## src/rtl/mw_lsu_sequencer.sv

```systemverilog
// mw_lsu_sequencer: memory/writeback-stage load/store sequencer.
// Converts the registered MW control bundle into a single request/grant/response
// transaction on the data-memory port. It lane-aligns store data, extracts and
// extends load data, stalls the pipeline while an access is in flight and flags
// misaligned accesses without touching the bus.
module mw_lsu_sequencer #(
  parameter int OPS_W = 4,
  parameter int XLEN  = 32
) (
  input  logic             clk,
  input  logic             rst,
  input  logic             rd_en,
  input  logic             wr_en,
  input  logic [OPS_W-1:0] rd_op,
  input  logic [OPS_W-1:0] wr_op,
  input  logic [XLEN-1:0]  addr,
  input  logic [XLEN-1:0]  store_data,
  output logic             dmem_req,
  output logic             dmem_we,
  output logic [XLEN-1:0]  dmem_addr,
  output logic [3:0]       dmem_be,
  output logic [XLEN-1:0]  dmem_wdata,
  input  logic             dmem_gnt,
  input  logic             dmem_rvalid,
  input  logic [XLEN-1:0]  dmem_rdata,
  output logic             stall,
  output logic             load_valid,
  output logic [XLEN-1:0]  load_data,
  output logic             misalign
);

  typedef enum logic [1:0] {
    IDLE = 2'd0,
    REQ  = 2'd1,
    WAIT = 2'd2,
    DONE = 2'd3
  } state_t;

  state_t state, state_nxt;

  // Fields captured in IDLE and held for the rest of the transaction.
  logic [XLEN-1:0] addr_q;
  logic [3:0]      be_q;
  logic [XLEN-1:0] wdata_q;
  logic            we_q;
  logic            ld_byte_q;
  logic            ld_half_q;
  logic            ld_signed_q;
  logic [1:0]      off_q;
  logic [XLEN-1:0] load_data_q;

  // Decoded view of the current request.
  logic            access;
  logic            is_byte;
  logic            is_half;
  logic            is_signed;
  logic            aligned;
  logic [3:0]      be_new;
  logic [XLEN-1:0] wdata_new;
  logic [4:0]      lane_shift;

  // Load extraction.
  logic [XLEN-1:0] rdata_shifted;
  logic [XLEN-1:0] rdata_ext;
  logic [4:0]      rd_shift;

  assign access     = rd_en | wr_en;
  assign lane_shift = {addr[1:0], 3'b000};

  // Decode access size and signedness; a store has priority over a load, and
  // unknown op codes fall back to a full word access.
  always_comb begin
    is_byte   = 1'b0;
    is_half   = 1'b0;
    is_signed = 1'b0;
    if (wr_en) begin
      if (wr_op == OPS_W'(0)) begin
        is_byte = 1'b1;
      end else if (wr_op == OPS_W'(1)) begin
        is_half = 1'b1;
      end
    end else begin
      if (rd_op == OPS_W'(0)) begin
        is_byte   = 1'b1;
        is_signed = 1'b1;
      end else if (rd_op == OPS_W'(1)) begin
        is_half   = 1'b1;
        is_signed = 1'b1;
      end else if (rd_op == OPS_W'(3)) begin
        is_byte = 1'b1;
      end else if (rd_op == OPS_W'(4)) begin
        is_half = 1'b1;
      end
    end
  end

  // Alignment check, byte enables and store-lane placement for the request.
  always_comb begin
    aligned   = 1'b0;
    be_new    = 4'b1111;
    wdata_new = '0;
    if (is_byte) begin
      aligned = 1'b1;
      be_new  = 4'b0001 << addr[1:0];
    end else if (is_half) begin
      aligned = ~addr[0];
      be_new  = 4'b0011 << addr[1:0];
    end else begin
      aligned = (addr[1:0] == 2'b00);
      be_new  = 4'b1111;
    end
    if (wr_en) begin
      if (is_byte) begin
        wdata_new = {{(XLEN-8){1'b0}}, store_data[7:0]} << lane_shift;
      end else if (is_half) begin
        wdata_new = {{(XLEN-16){1'b0}}, store_data[15:0]} << lane_shift;
      end else begin
        wdata_new = store_data;
      end
    end
  end

  // Pull the addressed lane down to bit 0 and extend it to a full word.
  always_comb begin
    rd_shift      = {off_q, 3'b000};
    rdata_shifted = dmem_rdata >> rd_shift;
    rdata_ext     = rdata_shifted;
    if (ld_byte_q) begin
      rdata_ext = {{(XLEN-8){ld_signed_q & rdata_shifted[7]}}, rdata_shifted[7:0]};
    end else if (ld_half_q) begin
      rdata_ext = {{(XLEN-16){ld_signed_q & rdata_shifted[15]}}, rdata_shifted[15:0]};
    end
  end

  // Transaction state register.
  always_ff @(posedge clk or negedge rst) begin
    if (!rst) begin
      state <= IDLE;
    end else begin
      state <= state_nxt;
    end
  end

  // Next-state logic: inputs only matter in IDLE, responses only in WAIT.
  always_comb begin
    state_nxt = state;
    case (state)
      IDLE: begin
        if (access && aligned) begin
          state_nxt = REQ;
        end
      end
      REQ: begin
        if (dmem_gnt) begin
          state_nxt = we_q ? DONE : WAIT;
        end
      end
      WAIT: begin
        if (dmem_rvalid) begin
          state_nxt = DONE;
        end
      end
      DONE: begin
        state_nxt = IDLE;
      end
      default: begin
        state_nxt = IDLE;
      end
    endcase
  end

  // Capture the request fields when an aligned access is accepted in IDLE.
  always_ff @(posedge clk or negedge rst) begin
    if (!rst) begin
      addr_q      <= '0;
      be_q        <= '0;
      wdata_q     <= '0;
      we_q        <= 1'b0;
      ld_byte_q   <= 1'b0;
      ld_half_q   <= 1'b0;
      ld_signed_q <= 1'b0;
      off_q       <= '0;
    end else if (state == IDLE && access && aligned) begin
      addr_q      <= {addr[XLEN-1:2], 2'b00};
      be_q        <= be_new;
      wdata_q     <= wdata_new;
      we_q        <= wr_en;
      ld_byte_q   <= is_byte;
      ld_half_q   <= is_half;
      ld_signed_q <= is_signed;
      off_q       <= addr[1:0];
    end
  end

  // Load result register, updated only by a response that arrives in WAIT.
  always_ff @(posedge clk or negedge rst) begin
    if (!rst) begin
      load_data_q <= '0;
    end else if (state == WAIT && dmem_rvalid) begin
      load_data_q <= rdata_ext;
    end
  end

  // Bus outputs present the held fields only while a request is outstanding;
  // stall and misalign are forced low while reset is asserted.
  always_comb begin
    dmem_req   = (state == REQ);
    dmem_we    = 1'b0;
    dmem_addr  = '0;
    dmem_be    = '0;
    dmem_wdata = '0;
    if (state == REQ) begin
      dmem_we    = we_q;
      dmem_addr  = addr_q;
      dmem_be    = be_q;
      dmem_wdata = wdata_q;
    end
    stall      = rst & (((state == IDLE) & access & aligned) |
                        (state == REQ) | (state == WAIT));
    misalign   = rst & (state == IDLE) & access & ~aligned;
    load_valid = (state == DONE) & ~we_q;
    load_data  = load_data_q;
  end

endmodule

```

## config.mk

```make
export PLATFORM = sky130hd
export DESIGN_NAME = mw_lsu_sequencer
export DESIGN_NICKNAME = d
export VERILOG_FILES = /design/src/rtl/mw_lsu_sequencer.sv
export SDC_FILE = /design/constraint.sdc
export NUM_CORES = 1
export LEC_CHECK = 0
export ABC_AREA = 0
export CAP_MARGIN = 20
export CORE_MARGIN = 3
export CORE_UTILIZATION = 45
export CTS_CLUSTER_DIAMETER = 40
export DETAILED_ROUTE_END_ITERATION = 16
export PLACE_DENSITY = 0.81
export RECOVER_POWER = 100
export SLEW_MARGIN = 10
export SYNTH_ARGS = -nofsm -noshare
export SYNTH_HDL_FRONTEND = slang
export SYNTH_SLANG_ARGS = --single-unit
```

## constraint.sdc

```tcl
create_clock -name clk -period 4.6 [get_ports clk]
set_input_delay 1.38 -clock clk [delete_from_list [all_inputs] [get_ports clk]]
set_output_delay 1.38 -clock clk [all_outputs]
set_load 0.01 [all_outputs]
```

==> results.rst <==
.. list-table::
   :header-rows: 1

   * - Metric
     - Value
   * - Library cell contributing the largest single delay on the critical path
     - sky130_fd_sc_hd__clkdlybuf4s50_1
   * - Seq pwr share
     - 0.370
   * - Combined global-route utilization of all metal layers
     - 0.2461
   * - Area growth from synthesis to layout
     - 42.98%
   * - Top cells by area in the synthesized netlist
     - sky130_fd_sc_hd__dfrtp_1 (45%), sky130_fd_sc_hd__and2_1 (7.4%), sky130_fd_sc_hd__mux2_4 (7.2%), sky130_fd_sc_hd__nand2_1 (3.9%), sky130_fd_sc_hd__mux2_2 (3.7%)
   * - Number of synthesized register bits
     - ~110
   * - Hold Path Class
     - reg2reg
   * - Outcome
     - complete, but fails checks
   * - Switching share of total power
     - 0.3639
   * - Area taken by multi-input logic gates
     - around 2900 um2
   * - Number of placement rows
     - 40
   * - Maximum number of pins on one net before global-route repair
     - 82
   * - Final setup skew
     - 0.007951 ns
   * - Routed via count
     - 5220
   * - Failing checks
     - max-capacitance violations, max-slew violations
   * - Unique masters post-synth
     - 40
   * - Synth Flop Type
     - sky130_fd_sc_hd__dfrtp_1
   * - Routed length on met1
     - approximately 7.3 mm
   * - Average wire per cell in the routed design
     - around 19 um
   * - Final Max Tran Viols
     - 148
   * - Type of element capturing the critical path
     - output pin
   * - Crit Path Category
     - in2out
   * - Share of synthesized registers carrying an async set or reset
     - 1.000
   * - Post-place setup slack
     - -0.3539 ns
   * - Post-DR vias/cell
     - 5.518
   * - Cell chain of the critical path
     - clkdlybuf4s50_1, buf_4, xnor2_2, a21oi_2, a221o_4, a31oi_2, clkdlybuf4s15_2
   * - Detail Placement HPWL
     - 13.06 mm
   * - Wire length on met2
     - 8.562 mm
   * - Clock Pin Slew Worst Setup and Hold Paths
     - 0.07 ns
   * - WHS Path Cells
     - 2
   * - Clock tree from TritonCTS
     - done
   * - Final hold vios
     - 0
   * - Area share of the largest cell type after synthesis
     - 0.4549
   * - FF-to-FF path depth
     - 6
   * - Final setup fails
     - 0
   * - Clock buffers created by TritonCTS
     - 9
   * - Number of flops mapped to enable cells by yosys
     - 0
   * - Number of I/O pins
     - approximately 220
   * - Area of the die
     - 14360 um2
   * - Warnings, synthesis
     - 0
   * - Netlist area before placement
     - 5831 um2
   * - Total of fill cells in the finished design
     - slightly below 1000
   * - Instance count after placement with tap cells included
     - 928
   * - Initial DRT Pass Iterations
     - 5
   * - Routed wire length
     - ~18 mm
   * - Slew at the pin closest to its max-slew limit
     - 1.747 ns
   * - Total power of the final layout
     - 4.603 mW
   * - Total stage count of the critical path
     - 7
   * - Hold Slack
     - about 0.48 ns
   * - DIE WIDTH
     - 119.8 um
   * - Top layer used by detailed routing
     - met5
   * - Vias in the first global route
     - around 5400
   * - Share of power burned in combinational logic
     - 0.471
   * - Initial Util
     - 0.4736
   * - Post-route non-filler standard cell count
     - around 950
   * - Stage delay of the slowest cell on the critical path
     - 0.46 ns
   * - Leakage power of the design
     - 3.472 nW
   * - Final min period
     - 4.559 ns
   * - GP Congestion
     - 0.9367
   * - Highest clock rate
     - 219.3 MHz
   * - Buffer levels on the longest clock path
     - 2
   * - Net switching power figure
     - 1.675 mW
   * - Diodes inserted
     - 0
   * - Max-capacitance violation count
     - 3
   * - Global route total overflow
     - 0
   * - Residual antenna-violating net count after detailed routing
     - 0
   * - Cell at the root of the clock tree
     - sky130_fd_sc_hd__clkbuf_16
   * - Ratio of cells with drive above 1 in the final layout
     - 0.08997
   * - Share of power burned in the clock network
     - 0.159
   * - Worst Path Required
     - 3.22 ns
   * - Element type at the critical path start
     - input port
   * - Number of DRC violations after detailed routing
     - 0
   * - Proportion of synthesized chip area in sequential cells
     - 0.4549
   * - Seq. cell area
     - 2653 um2
   * - Number of antenna violations at the first check in global routing
     - 1
   * - Worst-path maximum fanout
     - 2
   * - Total of buffers placed on input and output ports
     - around 210
   * - Clock sink count
     - 106
   * - Number of nets in the finished design
     - 891
   * - Number of hold buffers added after CTS
     - 0
   * - Peak supply drop
     - 0.2357 mV
   * - Wire length of the first global-routing pass
     - 28.55 mm
   * - Area of the core
     - around 12000 um2
   * - Routed wl met3
     - between 1 and 1.5 mm
   * - Critical path data arrival time
     - approximately 3.2 ns
   * - Cell type contributing the most total cell area after synthesis
     - sky130_fd_sc_hd__dfrtp_1
   * - Post-route worst setup slack
     - 0.04055 ns
   * - Remaining max-slew budget at the tightest pin
     - -0.1646
   * - Post-route design area
     - 8337 um2
   * - Mean cell area of the mapped netlist
     - 10.19 um2
   * - Internal portion of total power
     - 2.928 mW
   * - Die outline height
     - 119.8 um
   * - Worst-skew pair later-pin latency
     - 0.34 ns
   * - Number of instances in the synthesized netlist
     - 572
   * - Final period util
     - 0.9912
   * - Power density relative to cell area
     - between 500 and 600 nW/um2
   * - # H-tree levels
     - 3
   * - Total buffers and inverters traversed by the critical path
     - 3
   * - Cell family with the largest share of critical-path delay
     - buffers and inverters
   * - Number of design-rule violations left by the first detailed-router iteration
     - approximately 530
   * - Instance area after placement
     - ~8100 um2
logic make-up after synthesis:
logic type,after synthesis,synth area share
mux,65,0.1397
fa+ha+maj,8,0.01717
flops,106,0.4549
simple gates,182,0.1607
other cells,1,0.0006432
buf+inv,54,0.04313
xor+xnor,2,0.003005
compound gates,154,0.1807
layer usage:
layer | up-vias | GRT usage
met2 | 248 | 0.4082
met3 | 33 | 0.04430
met4 | 2 | 0.08590
met5 | - | 0
li1 | 2424 | -
met1 | 2513 | 0.3255
flip-flops by register name, indices dropped and copies added, names as in the netlist:
| register | cells |
|---|---|
| ld_half_q | 1 |
| state | 2 |
| wdata_q | 32 |
| load_data | 32 |
| addr_q | 30 |
| off_q | 2 |
| be_q | 4 |
| ld_byte_q | 1 |
| ld_signed_q | 1 |
| we_q | 1 |
worst reg2reg max path, stage by stage, from the launching register on:
cell and delay (ns):
sky130_fd_sc_hd__dfrtp_1 0.42, sky130_fd_sc_hd__inv_1 0.14, sky130_fd_sc_hd__ha_1 0.19, sky130_fd_sc_hd__and2_1 0.12, sky130_fd_sc_hd__clkbuf_1 1.10, sky130_fd_sc_hd__nand2_1 0.96
sky130_fd_sc_hd__o22a_1 0.41
power by group through the flow:
| stage | combinational (mW) | sequential [mW] | clock (mW) |
|---|---|---|---|
| CTS | 2.38 | 1.71 | 0.747 |
| global route | 2.36 | 1.76 | 0.783 |
| global placement | 2.30 | 1.69 | 0 |
| detailed placement | 2.36 | 1.72 | 0 |
| floorplan | 1.34 | 1.63 | 0 |
| finish | 2.17 | 1.70 | 0.734 |
Yosys cell counts, types with 2 or more instances:
cell and n:
sky130_fd_sc_hd__buf_1 5, sky130_fd_sc_hd__inv_1 8, sky130_fd_sc_hd__o22ai_1 4, sky130_fd_sc_hd__and2_1 69, sky130_fd_sc_hd__clkbuf_1 23, sky130_fd_sc_hd__a221oi_1 16
sky130_fd_sc_hd__mux2_2 19, sky130_fd_sc_hd__ha_1 8, sky130_fd_sc_hd__nor2b_1 11, sky130_fd_sc_hd__mux2i_1 18, sky130_fd_sc_hd__buf_2 12, sky130_fd_sc_hd__nor2_1 22
sky130_fd_sc_hd__buf_6 3, sky130_fd_sc_hd__a22o_1 10, sky130_fd_sc_hd__mux2_4 28, sky130_fd_sc_hd__a21oi_1 41, sky130_fd_sc_hd__a22oi_1 10, sky130_fd_sc_hd__nor3_1 12
sky130_fd_sc_hd__a211oi_1 7, sky130_fd_sc_hd__nand3_1 3, sky130_fd_sc_hd__buf_4 3, sky130_fd_sc_hd__nand2_1 61, sky130_fd_sc_hd__o21ai_0 33, sky130_fd_sc_hd__o22a_1 24
sky130_fd_sc_hd__dfrtp_1 106, sky130_fd_sc_hd__nor3_2 2
final cells by class:
cell class,count,share of cell area
clock inverters,6,0.006153
clock buffers,10,0.02747
multi-input cells,413,0.3452
well taps,168,0.02521
flip-flops and latches,106,0.3182
inverters,8,0.003602
repair buffers,235,0.2742
stage by stage:
step / utilization / TNS, ns
floorplan: - / 0
global placement: 0.6590 / -0.4348
detailed placement: 0.6590 / -0.6789
CTS: 0.6854 / 0
global route: 0.6771 / -0.002992
finish: 0.6771 / 0
layout by cell type, fill, tap and decap left out, types with 2 or more instances in the layout:
| cell type | instances |
|---|---|
| sky130_fd_sc_hd__a21oi_1 | 40 |
| sky130_fd_sc_hd__mux2_1 | 28 |
| sky130_fd_sc_hd__nor3_2 | 3 |
| sky130_fd_sc_hd__nor3_1 | 10 |
| sky130_fd_sc_hd__and2_1 | 27 |
| sky130_fd_sc_hd__dlygate4sd2_1 | 3 |
| sky130_fd_sc_hd__clkdlybuf4s50_1 | 167 |
| sky130_fd_sc_hd__a21oi_2 | 2 |
| sky130_fd_sc_hd__a211oi_1 | 7 |
| sky130_fd_sc_hd__clkinvlp_4 | 3 |
| sky130_fd_sc_hd__clkbuf_1 | 3 |
| sky130_fd_sc_hd__nand3_1 | 3 |
| sky130_fd_sc_hd__nor2b_1 | 11 |
| sky130_fd_sc_hd__clkbuf_4 | 3 |
| sky130_fd_sc_hd__a221oi_1 | 16 |
| sky130_fd_sc_hd__dfrtp_1 | 106 |
| sky130_fd_sc_hd__mux2i_1 | 18 |
| sky130_fd_sc_hd__nor2_1 | 22 |
| sky130_fd_sc_hd__inv_1 | 8 |
| sky130_fd_sc_hd__o21ai_0 | 33 |
| sky130_fd_sc_hd__ha_1 | 8 |
| sky130_fd_sc_hd__mux2_2 | 19 |
| sky130_fd_sc_hd__clkbuf_16 | 9 |
| sky130_fd_sc_hd__o22a_1 | 24 |
| sky130_fd_sc_hd__buf_4 | 17 |
| sky130_fd_sc_hd__and2_0 | 42 |
| sky130_fd_sc_hd__conb_1 | 2 |
| sky130_fd_sc_hd__dlygate4sd3_1 | 39 |
| sky130_fd_sc_hd__o22ai_1 | 4 |
| sky130_fd_sc_hd__nand2_1 | 61 |
| sky130_fd_sc_hd__a22oi_1 | 10 |
| sky130_fd_sc_hd__a22o_1 | 10 |
worst paths after layout:
kind,startpoint,to,slack (ns)
setup / recovery,rd_op[0],stall,0.04
hold / removal,be_q[1],be_q[1],0.48
setup reg to reg,state[0],load_data[18],1.13
hold reg to reg,be_q[1],be_q[1],0.48
max in group asynchronous,rst,load_data[13],1.15
min in group asynchronous,rst,addr_q[25],1.55
what timing repair did:
item                                    CTS  global route
gates resized for setup                  12             3
setup buffers                             2             0
pin swaps                                 1             2
endpoints found under the setup margin    2             1
Note: power is estimated with default switching activity, not from simulation.
